`src/rtl/stream_demux4_pkg.sv`:
```
// Shared definitions for the four-way stream demultiplexer: channel
// count, select width and the per-channel slot state encoding.
package stream_demux4_pkg;

    localparam int NUM_CH = 4;
    localparam int SEL_W  = 2;

    typedef enum logic {
        EMPTY = 1'b0,
        FULL  = 1'b1
    } slot_state_t;

endpackage

```
`src/rtl/stream_demux4_slot.sv`:
```
// demux_slot: single-entry holding slot for one output channel.
// A load writes the payload and marks the slot FULL; a drain empties it.
// Load and drain in the same cycle keep the slot FULL with the new payload,
// so a channel that is read every cycle never shows a bubble.
module demux_slot
    import stream_demux4_pkg::*;
#(
    parameter int WIDTH = 2
) (
    input  logic             clk,
    input  logic             rst,
    input  logic             load,
    input  logic             drain,
    input  logic [WIDTH-1:0] data,
    output logic             valid,
    output logic [WIDTH-1:0] q,
    output slot_state_t      state
);

    slot_state_t state_nxt;

    // State register; reset empties the slot.
    always_ff @(posedge clk) begin
        if (rst) begin
            state <= EMPTY;
        end else begin
            state <= state_nxt;
        end
    end

    // Next state: a load always wins, otherwise a drain empties the slot.
    always_comb begin
        state_nxt = state;
        if (load) begin
            state_nxt = FULL;
        end else if (drain) begin
            state_nxt = EMPTY;
        end
    end

    // Payload register; only a load changes it, so data is stable while stalled.
    always_ff @(posedge clk) begin
        if (rst) begin
            q <= '0;
        end else if (load) begin
            q <= data;
        end
    end

    assign valid = (state == FULL);

endmodule

```
`src/rtl/stream_demux4.sv`:
```
// stream_demux4: routes one input stream to four output channels chosen by
// in_sel, with one single-entry slot per channel.
// Optional per-channel transfer counters (out_cnt) are built only when the
// macro STREAM_DEMUX4_CNT_EN is defined.
//
// Handshake: every interface is valid/ready. A transfer happens on a rising
// edge where valid and ready are both high; valid never depends on ready,
// and a held payload stays stable until it is taken. in_ready depends only
// on the selected slot and its out_ready, never on in_valid.
module stream_demux4
    import stream_demux4_pkg::*;
#(
    parameter int WIDTH = 2,
    parameter int CNT_W = 8
) (
    input  logic                    clk,
    input  logic                    rst,
    input  logic                    in_valid,
    output logic                    in_ready,
    input  logic [WIDTH-1:0]        in_data,
    input  logic [SEL_W-1:0]        in_sel,
    output logic [NUM_CH-1:0]       out_valid,
    input  logic [NUM_CH-1:0]       out_ready,
    output logic [NUM_CH*WIDTH-1:0] out_data
`ifdef STREAM_DEMUX4_CNT_EN
    ,
    output logic [NUM_CH*CNT_W-1:0] out_cnt
`endif
);

    logic [NUM_CH-1:0] load;
    logic [NUM_CH-1:0] drain;
    logic [WIDTH-1:0]  slot_q     [NUM_CH];
    slot_state_t       slot_state [NUM_CH];

    // Input may enter when the selected slot is empty or is being emptied now.
    always_comb begin
        in_ready = 1'b0;
        if (!rst) begin
            in_ready = (slot_state[in_sel] == EMPTY) || out_ready[in_sel];
        end
    end

    // Per-channel load and drain strobes; nothing transfers during reset.
    always_comb begin
        load  = '0;
        drain = '0;
        for (int ch = 0; ch < NUM_CH; ch++) begin
            load[ch]  = in_valid && in_ready && (in_sel == SEL_W'(ch));
            drain[ch] = !rst && out_valid[ch] && out_ready[ch];
        end
    end

    for (genvar ch = 0; ch < NUM_CH; ch++) begin : g_slot
        demux_slot #(
            .WIDTH (WIDTH)
        ) u_slot (
            .clk   (clk),
            .rst   (rst),
            .load  (load[ch]),
            .drain (drain[ch]),
            .data  (in_data),
            .valid (out_valid[ch]),
            .q     (slot_q[ch]),
            .state (slot_state[ch])
        );

        assign out_data[ch*WIDTH +: WIDTH] = slot_q[ch];
    end

`ifdef STREAM_DEMUX4_CNT_EN
    logic [CNT_W-1:0] cnt_q [NUM_CH];

    // Count completed output transfers per channel, wrapping at 2^CNT_W.
    always_ff @(posedge clk) begin
        if (rst) begin
            for (int ch = 0; ch < NUM_CH; ch++) begin
                cnt_q[ch] <= '0;
            end
        end else begin
            for (int ch = 0; ch < NUM_CH; ch++) begin
                if (drain[ch]) begin
                    cnt_q[ch] <= cnt_q[ch] + CNT_W'(1);
                end
            end
        end
    end

    for (genvar ch = 0; ch < NUM_CH; ch++) begin : g_cnt
        assign out_cnt[ch*CNT_W +: CNT_W] = cnt_q[ch];
    end
`endif

endmodule

```
`config.mk`:
```
export PLATFORM = sky130hd
export DESIGN_NAME = stream_demux4
export DESIGN_NICKNAME = d
export VERILOG_FILES = /design/src/rtl/stream_demux4_pkg.sv /design/src/rtl/stream_demux4_slot.sv /design/src/rtl/stream_demux4.sv
export SDC_FILE = /design/constraint.sdc
export NUM_CORES = 1
export LEC_CHECK = 0
export ABC_AREA = 1
export CAP_MARGIN = 25
export CORE_MARGIN = 2
export CORE_UTILIZATION = 25
export CTS_CLUSTER_SIZE = 10
export DETAILED_ROUTE_END_ITERATION = 8
export DONT_BUFFER_PORTS = 1
export GPL_ROUTABILITY_DRIVEN = 0
export HOLD_SLACK_MARGIN = 0.06
export MAX_ROUTING_LAYER = met4
export PLACE_DENSITY = 0.36
export SETUP_SLACK_MARGIN = 0.5
export SLEW_MARGIN = 40
export SYNTH_ARGS = -nofsm -noshare
export SYNTH_HDL_FRONTEND = slang
export SYNTH_SLANG_ARGS = --single-unit
```
`constraint.sdc`:
```
create_clock -name clk -period 1.47 [get_ports clk]
set_input_delay 0.294 -clock clk [delete_from_list [all_inputs] [get_ports clk]]
set_output_delay 0.294 -clock clk [all_outputs]
set_load 0.03 [all_outputs]
```
After elaboration in Yosys (flattened, before gate mapping)
Index checks and enable logic that the tools add are counted.
Widths: inputs -> output; s select.
- word-level logic and storage cells: 49
- register bits: 12
- bits of input ports: 11
- $lt $le $gt $ge: 2
- mux-type cells: 14
- equal/unequal tests: 3
- reduce and logical (&&, ||, !) cells: 20
- bitwise operators: 2
- operators with widths (cell ; number):
    $logic_and 1x1->1 ; 13
    $mux 1 ; 12
    $reduce_bool 2->1 ; 4
    $bmux 1 s2 ; 2
    $eq 2x2->1 const B ; 2
    $ge 3x3->1 const B ; 1
    $lt 2x3->1 const B ; 1
    $not 2->3 ; 1
    $eq 2x1->1 const B ; 1
    $logic_not 2->1 ; 1
    $logic_not 1->1 ; 1
    $logic_or 1x1->1 ; 1
    $not 1->1 ; 1

Logic depth before layout (Yosys ltp)
- word-level depth: 10
- depth in mapped cells: 11
- gate-level depth less buffers: 10

Hierarchy
Synthesis repeated with hierarchy kept, for this count alone.
- cells, all modules: 100
- area total of the unflattened synthesis: 634.4 µm²
- by module, submodules not included (module ; cells each ; times used ; area each (µm²) ; seq. area each (µm²)):
    demux_slot ; 15 ; 4 ; 116.4 ; 60.1
    stream_demux4 ; 40 ; 1 ; 168.9 ; 0.0

Worst setup path after synthesis
OpenSTA, ideal clock, no wires.
- path kind: input -> output
- start: input in_sel[0]
- end: output in_ready
- data required time: 1176 ps
- setup slack: -3 ps
- path buffers: 1
- stages: 6
- arrival time: 1179 ps
- path through: buf_6 -> nor2_2 -> nand2_1 -> nand2_2 -> nor2_4 -> a21oi_1
- longest elaborated chain between the ends: 7
- elaborated cells between the ends (all ways): 9
- classes of those cells: mux (6); bitwise (2); reduce/logical (1)
- RTL lines (item ; RTL line ; source):
    start: declaration ; stream_demux4.sv:21 ; input logic [SEL_W-1:0] in_sel,
    $not 2->3 (not written as such) ; stream_demux4.sv:40 ; in_ready = (slot_state[in_sel] == EMPTY) || out_ready[in_sel];
    $bmux 1 s2 ; stream_demux4.sv:40 ;
    $mux 1 (not written as such) (2 in a row) ; stream_demux4.sv:40 ;
    $not 1->1 ; stream_demux4.sv:40 ;
    $logic_or 1x1->1 (*) ; stream_demux4.sv:40 ;
    $mux 1 (*) ; stream_demux4.sv:39 ; if (!rst) begin
    end: declaration ; stream_demux4.sv:19 ; output logic in_ready,
Every way passes the cells marked *; elsewhere a longest branch is shown, timed or not. The select of a mux whose other input is x is not followed.

Worst setup path in the final report
- start: register g_slot[1].u_slot.state
- end: output in_ready
- longest elaborated chain between the ends: 6
- RTL lines (item ; RTL line ; source):
    start: declaration ; stream_demux4_slot.sv:17 ; output slot_state_t state
    start signal: assignment ; stream_demux4_slot.sv:27 ; state <= state_nxt;
    $bmux 1 s2 ; stream_demux4.sv:40 ;
    $mux 1 (not written as such) (2 in a row) ; stream_demux4.sv:40 ;
    $not 1->1 ; stream_demux4.sv:40 ;
    $logic_or 1x1->1 ; stream_demux4.sv:40 ;
    $mux 1 ; stream_demux4.sv:39 ;
No other way between the ends. The select of a mux whose other input is x is not followed.

==> out/qor.yml <==
power:
  internal_power_w: 0.000520
  leakage_nw: 0.407
  p_per_area_nw_per_um2: 764
  power.total_w: 0.000726
  ir_drop_mv: 0.536
  switching_share_pct: 28.3
  power_frac_seq_pct: 48.2
  p_sw_w: 0.000205
  pwr-share-comb_pct: 15.3
  p_clk_share_pct: 36.5
drt:
  ant_nets: 0
  drt_drc_violations_left: 0
  via_count: 594
  via_per_inst: 4.30
  drtIter0Drc: 5
  finalWirelength_um: 1730
  routedWlPerCell_um: 12.5
  firstDrtPassIters: 4
sta:
  rsz0062_at_grt: "yes"
  finalClockSkew_ns: 0.00198
  min_period_ns: 1.40
  timing.fmax_mhz: 716
  finalSetupViolations: 0
  slew_violations: 0
  tns_ns: 0
  worstMarginPinSlew_ns: 0.338
  slew_headroom_pct: 77.4
  finalCritPeriodShare_pct: 95.0
  hold_viol_final: 0
layout:
  fillerInstances: 281
  regArea_um2: 275
  nets: 119
  diodes: 0
  drive_above_1_share_pct: 55.1
  multi_input_area_um2: 448
  areaGrowthSynthToFinish_pct: 37.7
clock_tree:
  clkLatencyLatePin_ns: 0.27
  cts.sinks: 12
  cts-root-buf: "clkbuf_4"
  h-tree-depth: 1
  cts_tree: "built"
  clock_path_buffers: 2
  clk_pin_slew_ns: 0.08
  cts_buffers: 3
floorplan:
  initial_core_util_pct: 25.7
  die_w_um: 56.5
  die-area_um2: 3190
  rows: 19
  io_pins: 24
  die_h_um: 56.5
  core-area_um2: 2690
synth:
  synth_top_area_cell: "dfxtp_1"
  syn_nets: 111
  syn_area_per_cell_um2: 6.89
  synth_warnings: 0
  ys_types: 17
  synth-seq-area-share_pct: 34.8
  syn-cell-area_um2: 689
  synth_top_area_share_pct: 34.8
  yosys_register_bits: 12
  synth_cells: 100
  synth_area_leaders: "dfxtp_1 (35%), nand2_1 (16%), nor2_1 (8.7%), inv_1 (7.6%), nand4_2 (5.4%)"
setup_path:
  critPathMaxFanout: 2
  crit_top_cell: "nand2_1"
  critPathLaunchType: "register"
  crit_chain: "nand2_1 -> nand2_1 -> nand2_2 -> nand2_4 -> a21oi_4"
  slowest_delay_ns: 0.34
  cp-end-kind: "output port"
  slowest_stage: "dfxtp_2"
  crit_arrival_ns: 1.10
  cp_data_required_time_ns: 1.18
  crit_type: "register to output port"
placed_design:
  dp_hpwl_um: 1260
  io_buffers: 0
min_path:
  min_path_type: "primary input to register"
global_route:
  grt_pass1_vias: 648
  grt_overflow: 0
  grt_antenna_before_repair: 0
  grt_use_total_pct: 13.0
  grt_pass1_wl_um: 3080
  grt_max_degree: 9
status:
  status: "finished clean"
run:
  max-cap-violations: 0
## flip-flops by register name (all words and copies together) (netlist names)
| signal | count |
|---|---|
| g_slot.u_slot.q | 8 |
| g_slot.u_slot.state | 4 |
## kinds of logic (layout without fill, tap and decap cells)
kind of cell / after synthesis / in the layout / share of synthesized area (%)
AO/OA/AOI/OAI: 5 / 5 / 3.63
buffers and inverters: 22 / 29 / 17.1
flip-flops: 12 / 12 / 34.8
AND/OR/NAND/NOR: 61 / 61 / 44.5
## worst paths after layout
path / startpoint / to / slack (ns) / cells past startpoint
worst max-delay path: g_slot[1].u_slot.state$_SDFFE_PP0P_ / in_ready / 0.07 / 5
worst min-delay path: in_data[1] / g_slot[3].u_slot.q[1]$_SDFFE_PP0P_ / 0.13 / 2
worst max register to register: g_slot[1].u_slot.state$_SDFFE_PP0P_ / g_slot[3].u_slot.state$_SDFFE_PP0P_ / 0.23 / 9
worst min register to register: g_slot[3].u_slot.q[0]$_SDFFE_PP0P_ / g_slot[3].u_slot.q[0]$_SDFFE_PP0P_ / 0.59 / 4
## routing by layer
layer,track usage [%],wire (um),share of wire (%)
met4,2.04,8,0.46
met2,21.3,864,50
met3,7.60,146,8.5
met1,13.9,707,41
met5,-,0,0
## cells in the mapped netlist
cell type	count
a21oi_1	5
buf_4	4
buf_6	1
clkbuf_8	1
dfxtp_1	12
inv_1	14
inv_2	1
inv_4	1
nand2_1	30
nand2_2	3
nand2_4	1
nand3_1	3
nand4_2	3
nand4_4	1
nor2_1	16
nor2_2	3
nor2_4	1
## cell usage in the layout (no fill, tap or decap), drive strengths merged
cell and instances:
buf 8, nand4 4, dlygate4sd3 1, nand3 3
nand2 34, inv 16, clkbuf 4, nor2 20
dfxtp 12, a21oi 5
## area by class of cell
| cell class | count | area share [%] |
|---|---|---|
| sequential | 12 | 29.0 |
| tap | 31 | 4.08 |
| inverter | 16 | 6.59 |
| timing repair buffer | 9 | 9.35 |
| multi-input combinational | 66 | 47.2 |
| clock buffer | 4 | 3.82 |
## power groups by stage
stage,logic [W],registers [W],clock network (W)
after detailed placement,0.0000872,0.000366,0
after global routing,0.000124,0.000352,0.000294
after CTS,0.000102,0.000350,0.000279
after global placement,0.0000878,0.000366,0
final,0.000111,0.000350,0.000265
after floorplan,0.0000876,0.000364,0
## worst max-delay path: cells and delay by family (launching register included)
family | cells | cell delay, ns
AO/OA/AOI/OAI | 1 | 0.24
AND/OR/NAND/NOR | 4 | 0.25
flip-flops | 1 | 0.34
## stage by stage
step	hold slack (ns)	worst slack [ns]	instances	area [um^2]	utilization (%)
floorplan	0.363	0.261	100	747	-
global placement	0.365	0.312	130	759	28.3
detailed placement	0.367	0.317	130	759	28.3
CTS	0.112	0.0427	137	890	33.1
global route	0.136	0.00202	138	950	35.4
finish	0.129	0.0742	138	950	35.4
## what timing repair did
action                                  CTS  global route
resized for setup                        25            19
endpoints found under the setup margin   25            25
pin swaps                                 4             9
hold buffers                              1             0
endpoints found under the hold margin     4             0
setup buffers                             2             1
Note: power is estimated with default switching activity, not from simulation.
